## config.mk

```make
export PLATFORM = sky130hd
export DESIGN_NAME = router_sink
export DESIGN_NICKNAME = d
export VERILOG_FILES = /design/src/rtl/router_pkg.sv /design/src/rtl/flit_fifo.sv /design/src/rtl/router_sink.sv
export SDC_FILE = /design/constraint.sdc
export NUM_CORES = 1
export LEC_CHECK = 0
export ABC_AREA = 1
export CORE_MARGIN = 8
export CORE_UTILIZATION = 25
export DETAILED_ROUTE_END_ITERATION = 8
export SYNTH_ARGS = -nofsm -noshare
export SYNTH_HDL_FRONTEND = slang
export SYNTH_SLANG_ARGS = --single-unit
```

## constraint.sdc

```tcl
create_clock -name clock -period 8.3 [get_ports clock]
set_clock_uncertainty 0.1 [all_clocks]
set_input_delay 1.66 -clock clock [delete_from_list [all_inputs] [get_ports clock]]
set_output_delay 1.66 -clock clock [all_outputs]
set_load 0.005 [all_outputs]
```

## src/rtl/router_pkg.sv

```systemverilog
// Shared router types: flit width, flit tags and sink framing states.
package router_pkg;

    localparam int unsigned FLIT_WIDTH = 16;
    localparam int unsigned KIND_WIDTH = 2;

    // Tag attached to every flit by the sink framing logic.
    typedef enum logic [1:0] {
        HEADER  = 2'd0,
        SIZE    = 2'd1,
        PAYLOAD = 2'd2
    } flit_kind_t;

    // Packet framing position of the next flit to arrive.
    typedef enum logic [1:0] {
        S_HEADER  = 2'd0,
        S_SIZE    = 2'd1,
        S_PAYLOAD = 2'd2
    } sink_state_t;

    // Width of one buffered entry: {last, kind, data}.
    function automatic int unsigned entry_width(input int unsigned flit_w);
        return flit_w + KIND_WIDTH + 1;
    endfunction

endpackage

```

## src/rtl/flit_fifo.sv

```systemverilog
// Small first-word-fall-through FIFO; head is the registered entry at the read pointer.
module flit_fifo #(
    parameter int unsigned WIDTH = 19,
    parameter int unsigned DEPTH = 4
) (
    input  logic             clk,
    input  logic             rst,
    input  logic             i_push,
    input  logic [WIDTH-1:0] i_data,
    input  logic             i_pop,
    output logic             o_full,
    output logic             o_empty,
    output logic [WIDTH-1:0] o_head
);

    localparam int unsigned AW = (DEPTH > 1) ? $clog2(DEPTH) : 1;

    logic [WIDTH-1:0] r_mem [DEPTH];
    logic [AW-1:0]    r_wr_ptr;
    logic [AW-1:0]    r_rd_ptr;
    logic [AW:0]      r_count;
    logic             w_push;
    logic             w_pop;

    // Guard against writes when full and reads when empty.
    assign w_push  = i_push && !o_full;
    assign w_pop   = i_pop && !o_empty;
    assign o_full  = (r_count == (AW+1)'(DEPTH));
    assign o_empty = (r_count == '0);
    assign o_head  = r_mem[r_rd_ptr];

    // Storage array; cleared on reset so the idle head reads as zero.
    always_ff @(posedge clk or posedge rst) begin
        if (rst) begin
            for (int i = 0; i < int'(DEPTH); i++) begin
                r_mem[i] <= '0;
            end
        end else if (w_push) begin
            r_mem[r_wr_ptr] <= i_data;
        end
    end

    // Pointers wrap naturally since DEPTH is a power of two.
    always_ff @(posedge clk or posedge rst) begin
        if (rst) begin
            r_wr_ptr <= '0;
            r_rd_ptr <= '0;
        end else begin
            if (w_push) begin
                r_wr_ptr <= r_wr_ptr + AW'(1);
            end
            if (w_pop) begin
                r_rd_ptr <= r_rd_ptr + AW'(1);
            end
        end
    end

    // Occupancy; simultaneous push and pop leaves it unchanged.
    always_ff @(posedge clk or posedge rst) begin
        if (rst) begin
            r_count <= '0;
        end else begin
            case ({w_push, w_pop})
                2'b10:   r_count <= r_count + (AW+1)'(1);
                2'b01:   r_count <= r_count - (AW+1)'(1);
                default: r_count <= r_count;
            endcase
        end
    end

endmodule

```

## src/rtl/router_sink.sv

```systemverilog
// Router local-port sink: credit-controlled flit intake, packet framing tags,
// FWFT buffering and a valid/ready stream toward the core.
// Optional feature macro: ROUTER_SINK_ERR_EN enables the saturating drop counter.
module router_sink
    import router_pkg::*;
#(
    parameter int unsigned FLIT_WIDTH   = router_pkg::FLIT_WIDTH,
    parameter int unsigned BUFFER_DEPTH = 4
) (
    input  logic                  clock,
    input  logic                  reset,
    input  logic                  rx,
    input  logic [FLIT_WIDTH-1:0] data_in,
    output logic                  credit_o,
    output logic                  flit_valid,
    input  logic                  flit_ready,
    output logic [FLIT_WIDTH-1:0] flit_out,
    output flit_kind_t            flit_kind,
    output logic                  flit_last,
    output logic [15:0]           pkt_count,
    output logic [7:0]            err_count
);

    localparam int unsigned EW = entry_width(FLIT_WIDTH);

    sink_state_t           r_state;
    sink_state_t           w_state_nxt;
    logic [FLIT_WIDTH-1:0] r_remaining;
    logic [FLIT_WIDTH-1:0] w_remaining_nxt;
    flit_kind_t            w_kind;
    logic                  w_last;
    logic                  w_accept;
    logic                  w_pop;
    logic                  w_full;
    logic                  w_empty;
    logic [EW-1:0]         w_entry;
    logic [EW-1:0]         w_head;
    logic [15:0]           r_pkt_count;

    assign credit_o   = !w_full;
    assign w_accept   = rx && !w_full;
    assign flit_valid = !w_empty;
    assign w_pop      = flit_valid && flit_ready;
    assign w_entry    = {w_last, w_kind, data_in};

    assign flit_out   = w_head[FLIT_WIDTH-1:0];
    assign flit_kind  = flit_kind_t'(w_head[FLIT_WIDTH +: KIND_WIDTH]);
    assign flit_last  = w_head[EW-1];
    assign pkt_count  = r_pkt_count;

    // Framing state and remaining payload count; advance only on accepted flits.
    always_ff @(posedge clock or posedge reset) begin
        if (reset) begin
            r_state     <= S_HEADER;
            r_remaining <= '0;
        end else if (w_accept) begin
            r_state     <= w_state_nxt;
            r_remaining <= w_remaining_nxt;
        end
    end

    // Tag the incoming flit and compute the framing position after it.
    always_comb begin
        w_state_nxt     = r_state;
        w_remaining_nxt = r_remaining;
        w_kind          = HEADER;
        w_last          = 1'b0;
        case (r_state)
            S_HEADER: begin
                w_kind      = HEADER;
                w_state_nxt = S_SIZE;
            end
            S_SIZE: begin
                w_kind          = SIZE;
                w_remaining_nxt = data_in;
                if (data_in == '0) begin
                    w_last      = 1'b1;
                    w_state_nxt = S_HEADER;
                end else begin
                    w_state_nxt = S_PAYLOAD;
                end
            end
            S_PAYLOAD: begin
                w_kind          = PAYLOAD;
                w_last          = (r_remaining == FLIT_WIDTH'(1));
                w_remaining_nxt = r_remaining - FLIT_WIDTH'(1);
                if (w_last) begin
                    w_state_nxt = S_HEADER;
                end
            end
            default: begin
                w_state_nxt = S_HEADER;
            end
        endcase
    end

    // Count packets whose last flit has been taken by the core.
    always_ff @(posedge clock or posedge reset) begin
        if (reset) begin
            r_pkt_count <= '0;
        end else if (w_pop && flit_last) begin
            r_pkt_count <= r_pkt_count + 16'd1;
        end
    end

`ifdef ROUTER_SINK_ERR_EN
    logic [7:0] r_err_count;

    // Saturating count of flits presented while no credit was available.
    always_ff @(posedge clock or posedge reset) begin
        if (reset) begin
            r_err_count <= '0;
        end else if (rx && w_full && (r_err_count != 8'hFF)) begin
            r_err_count <= r_err_count + 8'd1;
        end
    end

    assign err_count = r_err_count;
`else
    assign err_count = '0;
`endif

    flit_fifo #(
        .WIDTH (EW),
        .DEPTH (BUFFER_DEPTH)
    ) u_fifo (
        .clk     (clock),
        .rst     (reset),
        .i_push  (w_accept),
        .i_data  (w_entry),
        .i_pop   (w_pop),
        .o_full  (w_full),
        .o_empty (w_empty),
        .o_head  (w_head)
    );

endmodule

```

# Word-level counts from Yosys, hierarchy flattened
# Index checks and enable logic that the tools add are counted.
# totals
in_bits,20
ff_bits,117
n_memories,0
out_inout_bits,45
word_cells,57
latch_bits,0
romBits,0
ramBits,0
# classes
n_reduce_logical,15
n_lt_le_gt_ge,3
mul,0
bitwise_logic,2
n_addsub,6
shift,0
muxes,14
n_div,0
eq_ne,7
# ops
op,count
$bwmux W76,1
$mux W19,3
$bmux W19 S2,1
$demux W19 S2,1
$pmux W16 S2,1
$add A16 B1 Y16 const B,1
$eq A16 B1 Y1 const B,1
$logic_not A16 Y1,1
$sub A16 B1 Y16 const B,1
$ge A3 B3 Y1 const B,2
$logic_and A1 B1 Y1,6
$not A2 Y3,2
$pmux W2 S3,1
$pmux W3 S2,1
$add A2 B1 Y2 const B,2
$eq A2 B1 Y1 const B,2
$eq A2 B2 Y1 const B,2
$mux W2,2
$pmux W2 S2,1
$reduce_and A2 Y1,2
$reduce_bool A2 Y1,2
$add A3 B1 Y3 const B,1
$eq A3 B3 Y1 const B,1
$logic_not A3 Y1,1
other kinds (7),8

# Logic depth before layout (Yosys ltp)
# depth
depth_word,6
depth_mapped,11
ltp_nobuf,11

# Hierarchy
# Synthesis repeated with hierarchy kept, for this count alone.
# hier_totals
cells_unflattened,888
hier_area_um2,6596.3
# modules_own_cells
mod,n_inst,cells_per_inst,area_each_um2,seq_area_each_um2
flit_fifo,1,521,4177.8,2077.0
router_sink,1,367,2418.6,850.8

# Worst setup path before layout
# No wires, ideal clock.
# synth_timing
path_kind,in2reg
startpoint,input port flit_ready
endpoint,register u_fifo.r_count[2]
path_buffers,0
required_time_ns,8.069
path_stages,8
path_slack_ns,5.354
arrival_ns,2.716
setup_time_ns,0.131
path_cell_list,nand2_4 > inv_1 > ha_1 > inv_1 > fa_1 > a21oi_1 > o21ai_0 > xor2_1
# synth_via
elab_chain_len,4
word_cells_on_any_way,6
classes_between,eq/ne: 2; mux: 1; reduce/logical: 3
# synth_lines
element,line_no,rtl
start: declaration,router_sink.sv:16,"input logic flit_ready,"
$logic_and A1 B1 Y1 (*),router_sink.sv:43,assign w_pop = flit_valid && flit_ready;
$logic_and A1 B1 Y1 (*),flit_fifo.sv:27,assign w_pop = i_pop && !o_empty;
net u_fifo.w_pop,flit_fifo.sv:23,logic w_pop;
$eq A2 B1 Y1 or $eq A2 B2 Y1 (tied branches),flit_fifo.sv:63,"case ({w_push, w_pop})"
$pmux W3 S2 or $reduce_bool A2 Y1 (tied branches),--,
end signal: assignment,flit_fifo.sv:64,2'b10: r_count <= r_count + (AW+1)'(1);
end signal: assignment,flit_fifo.sv:65,2'b01: r_count <= r_count - (AW+1)'(1);
end signal: assignment,flit_fifo.sv:66,default: r_count <= r_count;
end: declaration,flit_fifo.sv:21,logic [AW:0] r_count;
# Mark *: on every way through the listed nets, which the timed path passes. The rest lies on a longest branch.
# A chain may end at the register's enable or synchronous reset.

# Final worst setup path
# layout_timing
startpoint,register u_fifo.r_rd_ptr[0]
endpoint,output port flit_out[10]
# layout_via
elab_chain_len,4
# layout_lines
element,line_no,rtl
start: declaration,flit_fifo.sv:20,logic [AW-1:0] r_rd_ptr;
start signal: assignment,flit_fifo.sv:53,r_rd_ptr <= r_rd_ptr + AW'(1);
$not A2 Y3 (implied by the code),flit_fifo.sv:30,assign o_head = r_mem[r_rd_ptr];
$bmux W19 S2,flit_fifo.sv:30,
$mux W19 (implied by the code) (2 in series),flit_fifo.sv:30,
end: declaration,router_sink.sv:17,"output logic [FLIT_WIDTH-1:0] flit_out,"
# No other way between the ends. The select of a mux whose other input is x is not followed.

==> run_results.csv <==
group,metric,value,unit
synth,netlist.top_cell.by_area,"dfrtp_1",
timing,finalCritPeriodShare,53.5,%
placed_design,dp_hpwl,10.9,mm
worst_setup_path,crit_path_max_fanout,40,
synth,ys_warn_count,0,
clock_network,ctsResizeCount,0,
synth,yosysMostFrequentCell,"nand2_1",
synth,synth_area,0.00635,mm^2
worst_setup_path,critPathCaptureType,"output pin",
detailed_routing,routedWlPerCell,13.3,um
clock_network,clk_pin_slew,50,ps
timing,setup_tns,0,ps
detailed_routing,drc_errors,0,
timing,period_needed,4440,ps
layout,drive_above_1_share,11.7,%
die,rows,58,
worst_setup_path,crit_chain,"buf_4 -> inv_1 -> buf_4 -> o21ai_0 -> o22ai_1 -> clkdlybuf4s50_1",
detailed_routing,drt-total-wl,15.7,mm
worst_setup_path,crit_slowest_cell,"clkdlybuf4s50_1",
clock_network,cts_buffers,17,
synth,async_flop_share,100,%
clock_network,cts_htree_levels,4,
die,pin_count,65,
global_route,grt_pass1_vias,5087,
timing,hold_viol,0,
layout,antenna_cells,0,
clock_network,cts_tree,"done",
worst_setup_path,r2r_start,"u_fifo.r_rd_ptr[0]",
timing,max_freq,0.225,GHz
synth,synthCells,790,
detailed_routing,viasPerCell,4.32,
synth,synth_top_area_share,46.1,%
die,core-area,0.0250,mm^2
synth,synth_area_per_cell,8.04,um^2
timing,finalMaxSlewViolations,0,
clock_network,postCtsSetupBuffers,0,
run,drv_cap,0,
die,die_y,175,um
synth,yosysUniqueCellTypes,35,
global_route,grt_overflow,0,
detailed_routing,vias,5086,
min_path,min_to,"u_fifo.r_mem[27]",
clock_network,clock_latency,410,ps
power,p_leak,3.54,nW
global_route,grtUsageTotal,10.6,%
worst_setup_path,r2r_slack,5830,ps
worst_setup_path,cpMostUsedCell,"buf_4",
synth,ys.flop_type,"dfrtp_1",
synth,seq_area_frac_synth,46.1,%
worst_setup_path,startpoint_type,"flop",
power,powerDensity,382,mW/mm^2
timing,slew-limit-headroom,47.2,%
power,vdd_drop_max,0.155,mV
global_route,grt_first_pass_wirelength,26.3,mm
synth,synth_edf_count,0,
clock_network,clock_path_buffers,2,
synth,synth-seq-cells,117,
worst_setup_path,worstPathRequired,6540,ps
die,initial_core_util,25.4,%
global_route,grt_max_degree,62,
detailed_routing,dr.pass1.iters,5,
timing,finalSetupViolCount,0,
timing,worst_pin_slew,792,ps
synth,netlist_top_cells_count,"nand2_1 (223), dfrtp_1 (117), nor2_1 (92)",
power,power,2.95,mW
clock_network,clockRootBuffer,"clkbuf_16",
min_path,whs_path_depth,2,
worst_setup_path,slowest_delay,560,ps
die,die_x,175,um
timing,hold_ws,375,ps
clock_network,hold_buffers,0,
worst_setup_path,critPathLaunch,"u_fifo.r_rd_ptr[0]",
clock_network,cts_sinks,117,
synth,synthTopCellsByArea,"dfrtp_1 (46%), nand2_1 (13%), o21ai_0 (6.7%)",
detailed_routing,antenna_left,0,
timing,rsz0062_at_grt,"false",
detailed_routing,dr.first_iter.drc_count,285,
die,dieArea,0.0308,mm^2
layout,nNetsFinal,866,
worst_setup_path,crit_type,"flop to output pin",
placed_design,place_congestion,0.825,
layout,area_growth,21.4,%
worst_setup_path,arrival,2680,ps
worst_setup_path,r2r.worst_path.cells,10,
status,status,"completed",
global_route,antenna_found_initial,1,
worst_setup_path,r2r_end,"pkt_count[10]",
min_path,hp-class,"flop to flop",
min_path,min_from,"u_fifo.r_mem[27]",
placed_design,io_buffers,56,
area by class of cell:
class,instances,area (um^2)
clock buffers,19,443
clock inverters,13,196
fillers,2686,17300
inverters,70,270
multi-input cells,567,2860
flip-flops and latches,117,2930
well taps,330,413
repair buffers,61,598
worst max-delay path, delay by kind of cell, from the launching register on:
kind / cells / cell delay [ps]
AO/OA/AOI/OAI: 2 / 360
flip-flops: 1 / 350
buffers and inverters: 4 / 1540
flip-flops by register name, summed over array words and instances, names as in the netlist:
signal           flops
pkt_count           16
u_fifo.r_wr_ptr      2
r_remaining         16
u_fifo.r_rd_ptr      2
u_fifo.r_mem        76
r_state              2
u_fifo.r_count       3
layout by cell type (no fill, tap or decap), types with 2 or more instances in the layout:
master           instances
xnor2_1                 10
buf_4                    5
o21ai_0                 85
clkdlybuf4s50_1         56
o22ai_1                 20
inv_2                    5
nor2_1                  92
nand2_1                223
clkinvlp_4               2
conb_1                   8
dfrtp_1                117
inv_1                   63
nand2_4                  7
nand3_2                  2
bufinv_16                4
nand2_2                  6
a21oi_1                 13
nand3_1                 29
o21ai_1                  8
clkinv_4                 4
o21ai_2                 37
clkbuf_16               17
ha_1                    11
xor2_1                   6
inv_6                    4
logic make-up after synthesis:
logic type / after synthesis / share of synthesized area [%]
AO/OA/AOI/OAI: 166 / 15.8
XOR/XNOR: 16 / 2.21
adder cells (fa/ha/maj): 12 / 2.48
buffers and inverters: 113 / 9.26
flip-flops: 117 / 46.1
other: 1 / 0.0590
AND/OR/NAND/NOR: 365 / 24.1
how the worst max path moves through the flow:
stage,endpoint,slack (ps),depth (start not counted)
after floorplan,pkt_count[0],3440,1
after global routing,flit_out[10],3680,6
after detailed placement,flit_out[10],4250,6
after global placement,flit_out[10],4260,6
final,flit_out[10],3860,6
after CTS,flit_out[10],3790,6
through the flow:
step | area [um^2] | std cells | utilization (%) | setup slack (ps)
3_5_place_dp | 7070 | 1145 | 28.2 | 4250
4_1_cts | 7710 | 1177 | 30.8 | 3790
2_1_floorplan | 6380 | 797 | - | 3440
5_1_grt | 7710 | 1177 | 30.8 | 3680
3_3_place_gp | 7070 | 1145 | 28.2 | 4260
6_report | 7710 | 1177 | 30.8 | 3860
layer usage:
| layer | GRT usage [%] | share of wire (%) | up-vias |
|---|---|---|---|
| met2 | 17.9 | 48 | 84 |
| met1 | 12.6 | 45 | 2377 |
| met4 | 2.90 | 1.3 | 2 |
| met3 | 3.65 | 5.2 | 19 |
| li1 | - | - | 2604 |
| met5 | 0 | 0.083 | - |
where the power goes:
part / leakage (nW) / total [mW] / internal, mW / switching, mW
combinational: 1.76 / 1.20 / 0.501 / 0.698
sequential: 1.48 / 0.952 / 0.804 / 0.149
clock: 0.305 / 0.794 / 0.515 / 0.279
total: 3.54 / 2.95 / 1.82 / 1.13
(Power assumes the default switching activity.)
